==> src/rtl/litepcie_usp_pkg.sv <==
// Shared constants for the UltraScale+ PCIe adapters: RC descriptor field offsets,
// completion fmt/type codes and TLP header dword layout.
package litepcie_usp_pkg;

    // RC descriptor field offsets (first beat, bits [95:0])
    localparam int RC_LADDR_LSB   = 0;
    localparam int RC_LADDR_W     = 7;
    localparam int RC_ERR_LSB     = 12;
    localparam int RC_ERR_W       = 4;
    localparam int RC_BYTECNT_LSB = 16;
    localparam int RC_LOCKED_BIT  = 29;
    localparam int RC_DWCNT_LSB   = 32;
    localparam int RC_DWCNT_W     = 11;
    localparam int RC_STATUS_LSB  = 43;
    localparam int RC_STATUS_W    = 3;
    localparam int RC_EP_BIT      = 46;
    localparam int RC_REQID_LSB   = 48;
    localparam int RC_TAG_LSB     = 64;
    localparam int RC_CPLID_LSB   = 72;
    localparam int RC_TC_LSB      = 89;
    localparam int RC_TC_W        = 3;
    localparam int RC_ATTR_LSB    = 92;

    localparam int RC_TUSER_W        = 75;
    localparam int RC_TUSER_DISC_BIT = 42;

    typedef enum logic [7:0] {
        FMT_TYPE_CPL    = 8'h0A,
        FMT_TYPE_CPLD   = 8'h4A,
        FMT_TYPE_CPLDLK = 8'h4B
    } fmt_type_e;

    localparam int HDR_DW0_LSB = 0;
    localparam int HDR_DW1_LSB = 32;
    localparam int HDR_DW2_LSB = 64;
    localparam int HDR_WIDTH   = 96;

    localparam int OUT_TUSER_W = 4;

endpackage

==> src/rtl/axis_skid_buf.sv <==
// Generic AXIS register slice: output register plus a one-deep skid entry, full throughput.
// in_ready is registered and is low only while the skid entry is occupied.
module axis_skid_buf #(
    parameter int WIDTH = 8
) (
    input  logic             clk,
    input  logic             rst,
    input  logic             in_valid,
    output logic             in_ready,
    input  logic [WIDTH-1:0] in_data,
    output logic             out_valid,
    output logic [WIDTH-1:0] out_data,
    input  logic             out_ready
);

    logic             skid_valid;
    logic [WIDTH-1:0] skid_data;
    logic             accept;
    logic             out_load;

    assign accept   = in_valid & in_ready;
    assign out_load = ~out_valid | out_ready;

    always_ff @(posedge clk or posedge rst) begin
        if (rst) begin
            out_valid  <= 1'b0;
            out_data   <= '0;
            skid_valid <= 1'b0;
            skid_data  <= '0;
            in_ready   <= 1'b0;
        end else begin
            if (out_load) begin
                // in_ready is low whenever skid holds data, so no new beat can collide here
                if (skid_valid) begin
                    out_valid  <= 1'b1;
                    out_data   <= skid_data;
                    skid_valid <= 1'b0;
                end else begin
                    out_valid <= accept;
                    if (accept) out_data <= in_data;
                end
                in_ready <= 1'b1;
            end else if (accept) begin
                skid_valid <= 1'b1;
                skid_data  <= in_data;
                in_ready   <= 1'b0;
            end else begin
                in_ready <= ~skid_valid;
            end
        end
    end

endmodule

==> src/rtl/m_axis_rc_adapt.sv <==
// RC adapter: rebuilds a 3-DW completion TLP header from the hard block's RC descriptor.
// Optional error-packet counter enabled by defining M_AXIS_RC_ADAPT_ERR_CNT_EN.
module m_axis_rc_adapt
    import litepcie_usp_pkg::*;
#(
    parameter int DATA_WIDTH = 256,
    parameter int KEEP_WIDTH = DATA_WIDTH / 8
) (
    input  logic                    user_clk,
    input  logic                    user_reset,
    input  logic [DATA_WIDTH-1:0]   m_axis_rc_tdata_a,
    input  logic [DATA_WIDTH/32-1:0] m_axis_rc_tkeep_a,
    input  logic                    m_axis_rc_tlast_a,
    output logic                    m_axis_rc_tready_a,
    input  logic [RC_TUSER_W-1:0]   m_axis_rc_tuser_a,
    input  logic                    m_axis_rc_tvalid_a,
    output logic [DATA_WIDTH-1:0]   m_axis_rc_tdata,
    output logic [KEEP_WIDTH-1:0]   m_axis_rc_tkeep,
    output logic                    m_axis_rc_tlast,
    input  logic                    m_axis_rc_tready,
    output logic [OUT_TUSER_W-1:0]  m_axis_rc_tuser,
`ifdef M_AXIS_RC_ADAPT_ERR_CNT_EN
    output logic [15:0]             err_count,
`endif
    output logic                    m_axis_rc_tvalid
);

    localparam int BEAT_W = OUT_TUSER_W + 1 + KEEP_WIDTH + DATA_WIDTH;

    logic                   tfirst;
    logic                   err_hold;
    logic                   accept;
    logic                   disc;
    logic                   hdr_err;
    logic                   beat_err;
    logic [HDR_WIDTH-1:0]   hdr;
    logic [7:0]             fmt_type;
    logic [KEEP_WIDTH-1:0]  keep_bytes;
    logic [DATA_WIDTH-1:0]  in_data;
    logic [OUT_TUSER_W-1:0] in_user;
    logic [BEAT_W-1:0]      in_beat;
    logic [BEAT_W-1:0]      out_beat;
    logic                   unused_tuser;

    logic [RC_DWCNT_W-1:0]  dwcnt;
    logic [11:0]            bytecnt;
    logic                   locked;
    logic [RC_STATUS_W-1:0] status;
    logic                   ep;
    logic [RC_ERR_W-1:0]    err;
    logic [15:0]            reqid;
    logic [7:0]             tag;
    logic [15:0]            cplid;
    logic [RC_TC_W-1:0]     tc;
    logic [1:0]             attr;
    logic [RC_LADDR_W-1:0]  laddr;

    assign dwcnt   = m_axis_rc_tdata_a[RC_DWCNT_LSB +: RC_DWCNT_W];
    assign bytecnt = m_axis_rc_tdata_a[RC_BYTECNT_LSB +: 12];
    assign locked  = m_axis_rc_tdata_a[RC_LOCKED_BIT];
    assign status  = m_axis_rc_tdata_a[RC_STATUS_LSB +: RC_STATUS_W];
    assign ep      = m_axis_rc_tdata_a[RC_EP_BIT];
    assign err     = m_axis_rc_tdata_a[RC_ERR_LSB +: RC_ERR_W];
    assign reqid   = m_axis_rc_tdata_a[RC_REQID_LSB +: 16];
    assign tag     = m_axis_rc_tdata_a[RC_TAG_LSB +: 8];
    assign cplid   = m_axis_rc_tdata_a[RC_CPLID_LSB +: 16];
    assign tc      = m_axis_rc_tdata_a[RC_TC_LSB +: RC_TC_W];
    assign attr    = m_axis_rc_tdata_a[RC_ATTR_LSB +: 2];
    assign laddr   = m_axis_rc_tdata_a[RC_LADDR_LSB +: RC_LADDR_W];

    assign disc         = m_axis_rc_tuser_a[RC_TUSER_DISC_BIT];
    assign unused_tuser = ^{m_axis_rc_tuser_a[RC_TUSER_W-1:RC_TUSER_DISC_BIT+1],
                            m_axis_rc_tuser_a[RC_TUSER_DISC_BIT-1:0]};

    always_comb begin
        fmt_type = FMT_TYPE_CPLD;
        if (dwcnt == '0)  fmt_type = FMT_TYPE_CPL;
        else if (locked)  fmt_type = FMT_TYPE_CPLDLK;
    end

    // Lengths of 1024 DW / 4096 bytes wrap to 0 by truncation, matching TLP encoding
    always_comb begin
        hdr = '0;
        hdr[HDR_DW0_LSB +: 32] = {fmt_type, 1'b0, tc, 4'b0, 1'b0, ep, attr, 2'b0, dwcnt[9:0]};
        hdr[HDR_DW1_LSB +: 32] = {cplid, status, 1'b0, bytecnt};
        hdr[HDR_DW2_LSB +: 32] = {reqid, tag, 1'b0, laddr};
    end

    always_comb begin
        keep_bytes = '0;
        for (int i = 0; i < KEEP_WIDTH; i++) keep_bytes[i] = m_axis_rc_tkeep_a[i/4];
    end

    assign hdr_err  = ep | (err != '0);
    assign beat_err = tfirst ? hdr_err : err_hold;
    assign in_data  = tfirst ? {m_axis_rc_tdata_a[DATA_WIDTH-1:HDR_WIDTH], hdr} : m_axis_rc_tdata_a;
    assign in_user  = {1'b0, tfirst, disc, beat_err};
    assign in_beat  = {in_user, m_axis_rc_tlast_a, keep_bytes, in_data};
    assign accept   = m_axis_rc_tvalid_a & m_axis_rc_tready_a;

    always_ff @(posedge user_clk or posedge user_reset) begin
        if (user_reset) begin
            tfirst   <= 1'b1;
            err_hold <= 1'b0;
        end else if (accept) begin
            tfirst <= m_axis_rc_tlast_a;
            if (tfirst) err_hold <= hdr_err;
        end
    end

`ifdef M_AXIS_RC_ADAPT_ERR_CNT_EN
    logic pkt_bad;
    logic beat_bad;

    assign beat_bad = beat_err | disc;

    always_ff @(posedge user_clk or posedge user_reset) begin
        if (user_reset) begin
            pkt_bad   <= 1'b0;
            err_count <= '0;
        end else if (accept) begin
            if (m_axis_rc_tlast_a) begin
                pkt_bad <= 1'b0;
                if ((pkt_bad | beat_bad) && err_count != 16'hFFFF) err_count <= err_count + 16'd1;
            end else begin
                pkt_bad <= pkt_bad | beat_bad;
            end
        end
    end
`endif

    axis_skid_buf #(
        .WIDTH(BEAT_W)
    ) u_skid (
        .clk       (user_clk),
        .rst       (user_reset),
        .in_valid  (m_axis_rc_tvalid_a),
        .in_ready  (m_axis_rc_tready_a),
        .in_data   (in_beat),
        .out_valid (m_axis_rc_tvalid),
        .out_data  (out_beat),
        .out_ready (m_axis_rc_tready)
    );

    assign {m_axis_rc_tuser, m_axis_rc_tlast, m_axis_rc_tkeep, m_axis_rc_tdata} = out_beat;

endmodule
==> config.mk <==
export PLATFORM = sky130hd
export DESIGN_NAME = m_axis_rc_adapt
export DESIGN_NICKNAME = d
export VERILOG_FILES = /design/src/rtl/litepcie_usp_pkg.sv /design/src/rtl/axis_skid_buf.sv /design/src/rtl/m_axis_rc_adapt.sv
export SDC_FILE = /design/constraint.sdc
export NUM_CORES = 1
export LEC_CHECK = 0
export ABC_CLOCK_PERIOD_IN_PS = 45500
export BUFFER_PORTS_ARGS = -buffer_cell sky130_fd_sc_hd__buf_4
export CAP_MARGIN = 20
export CORE_MARGIN = 4
export CORE_UTILIZATION = 40
export DETAILED_ROUTE_END_ITERATION = 8
export SLEW_MARGIN = 20
export SYNTH_ARGS = -nofsm -noshare
export SYNTH_HDL_FRONTEND = slang
export SYNTH_HIERARCHICAL = 1
export SYNTH_SLANG_ARGS = --single-unit
==> constraint.sdc <==
create_clock -name user_clk -period 45.5 [get_ports user_clk]
set_clock_uncertainty 0.05 [all_clocks]
set_input_delay 2.275 -clock user_clk [delete_from_list [all_inputs] [get_ports user_clk]]
set_output_delay 2.275 -clock user_clk [all_outputs]
set_load 0.02 [all_outputs]
==> out/results.txt <==
htree depth: 3
worst vdd ir: 0.0317 mV
uppermost layer routed: met4
post-CTS sizing: 0
GRT Residual Overflow: 0
I/O Buffers: 564
synth warn: 6
highest clock rate: 0.172 GHz
vias in the first global route: 19600
RePlAce Congestion: 0.836
unique cell type count in the Yosys netlist: 27
clock share of power: 0.282
total wire length: 78.9 mm
CP top delay family: buffers and inverters
fraction of layout cells with a size suffix above 1: 0.412
Seq pwr share: 0.410
fillcell total: 5863
DRT iter0 DRCs: 1245
Period minus WS final: 5.83 ns
final antenna-violating net count: 0
flops & latches, synth: 591
Mapped Area: 0.0271 sq mm
Post-DP HPWL: 49.5 mm
Crit. End Element: flop
Clock Latency Late Sink: 0.60 ns
Total GRT Usage: 0.209
post-synthesis sequential area ratio: 0.545
largest net degree at the start of global routing: 228
dpl cells: 3345
I/O pin total: 639
period utilisation layout: 0.128
met1 wire length: 33.0 mm
Crit path buffers/inverters: 4
DIE WIDTH: 268 um
clk sinks: 591
cell internal pwr: 0.00128 W
met3 wire len: 5.95 mm
# Post-CTS Setup Buffers: 0
fin nets: 2887
crit-path cells: buf_4 > nand3_4 > buf_4 > buf_4 > buf_4 > mux2_2
unrepaired setup endpoints after global routing: no
Die Y: 268 um
first-pass GRT wire length: 119 mm
worst slew pin tran: 1.10 ns
area added between synthesis and finish: 25.0%
row cnt: 95
drt drc: 0
Slew headroom: 0.265
CP max stage delay: 0.93 ns
first drt pass iteration count: 5
via total after detailed routing: 18600
average cell area after synthesis: 13.2 sq um
Power Density: 55.6 mW/mm^2
crit path DAT: 6.25 ns
part of the power in combinational logic: 0.308
Hold Path Class: flop to flop
most common cell after layout, fill and taps aside: dfrtp_1
outcome: complete, no violations
Num CTS Buffers: 68
crit-path most repeated cell: buf_4
Worst Path Required: 45.92 ns
kind of critical path: input port to flop
Post-DP Area: 0.0317 sq mm
NetSw: 0.000610 W
CTS max path bufs: 3
hold_buf cts: 0
initial antenna violation count: 8
vias per cell: 5.36
CTS root buf: clkbuf_16
Crit Path Max Fanout: 53
Post-Syn Instances: 2058
filler-free cell count of the finished design: 3473
CORE AREA: 0.0672 sq mm
initial core utilization: 0.404
Slew Limit Fails: 0
Die ar.: 0.0720 sq mm
slowest CP cell: buf_4
CP startpoint kind: input port
max-capacitance violation count: 0
setup TNS: 0 ns
Worst-path clk slew: 0.05 ns
leakage: 15.7 nW
sw frac: 0.324
Hold Violations, Final: 0
CTS tree: done
leading cell types in the layout, fill and taps excluded: dfrtp_1, buf_4, o21ai_0, mux2i_1, mux2_4
final setup fails: 0
cell area after layout: 0.0339 sq mm
Wirelength per Cell: 22.7 um
metal2 WL: 36.9 mm
==> area by class of cell <==
cell class                 instances  area (sq um)  share of cell area
clock buffer                     101          1960              0.0577
inverter                           3          18.8            0.000554
multi-input combinational       1292         11400               0.335
antenna                            8          20.0            0.000591
sequential                       591         14800               0.437
clock inverter                    18           180             0.00532
tap                              873          1090              0.0322
timing repair buffer             587          4480               0.132
==> routing by layer <==
metal / vias up / track usage
met1: 9530 / 0.271
li1: 8368 / -
met3: 158 / 0.0632
met2: 550 / 0.329
met5: - / 0
met4: 0 / 0.0843
==> final timing paths <==
kind                                        from  slack (ns)                    end  cells after the start
min in group asynchronous             user_reset        1.52               err_hold                      2
min                        u_skid/skid_data[270]        0.46  u_skid/skid_data[270]                      1
min reg2reg                u_skid/skid_data[270]        0.46  u_skid/skid_data[270]                      1
max in group asynchronous             user_reset       40.63  u_skid/skid_data[253]                      5
max reg2reg                     u_skid/out_valid       40.96  u_skid/skid_data[259]                      6
max                           m_axis_rc_tvalid_a       39.67  u_skid/skid_data[259]                      6
==> power by group through the flow <==
stage               Combinational (W)  Sequential, W  Clock, W
floorplan                    0.000271       0.000851         0
global placement             0.000575       0.000770         0
detailed placement           0.000584       0.000778         0
CTS                          0.000586       0.000772  0.000546
global route                 0.000622       0.000791  0.000568
finish                       0.000581       0.000774  0.000532
==> sequential cells by signal, indices dropped and copies added, names as in the netlist <==
register / cells
err_hold: 1
tfirst: 1
u_skid/in_ready: 1
u_skid/out_data: 293
u_skid/out_valid: 1
u_skid/skid_data: 293
u_skid/skid_valid: 1
==> per-stage QoR <==
step / utilization / worst slack [ns] / hold WS [ns] / total power, W
finish: 0.505 / 39.67 / 0.456 / 0.00189
global route: 0.505 / 39.59 / 0.468 / 0.00198
CTS: 0.504 / 39.75 / 0.457 / 0.00190
detailed placement: 0.472 / 39.10 / 0.442 / 0.00136
global placement: 0.472 / 39.07 / 0.436 / 0.00135
floorplan: - / 26.69 / 0.429 / 0.00112
==> synth_stat cells, drive strengths merged <==
master    n  area, sq um
a21o      1         7.51
a21oi     1         8.76
a31oi     5         31.3
and3      1         6.26
buf      87          666
clkbuf   86          323
conb      1         3.75
dfrtp   590        14800
dfstp     1         26.3
inv       3         11.3
mux2    372         5200
mux2i   294         2940
nand2     3         11.3
nand2b    1         6.26
nand3     1         17.5
nor2      4         15.0
nor2b    15         93.8
nor3      1         5.00
nor4      2         12.5
nor4b     1         15.0
o21ai   586         2930
or2       2         12.5
==> cell families after synthesis <==
logic type / count (synthesis) / synth area share
AOI/OAI and AO/OA: 593 / 0.110
and+or+nand+nor: 31 / 0.00720
buffers and inverters: 176 / 0.0369
DFF: 591 / 0.545
muxes: 666 / 0.300
other: 1 / 0.000138
==> worst register-to-register path: cells and delay by family, from the launching register on <==
kind                   cells  cell delay (ns)
buffers and inverters      3             2.83
flip-flops                 1             0.40
multiplexers               1             0.46
AND/OR/NAND/NOR            2             0.68
Power figures use the tool's default switching activity.
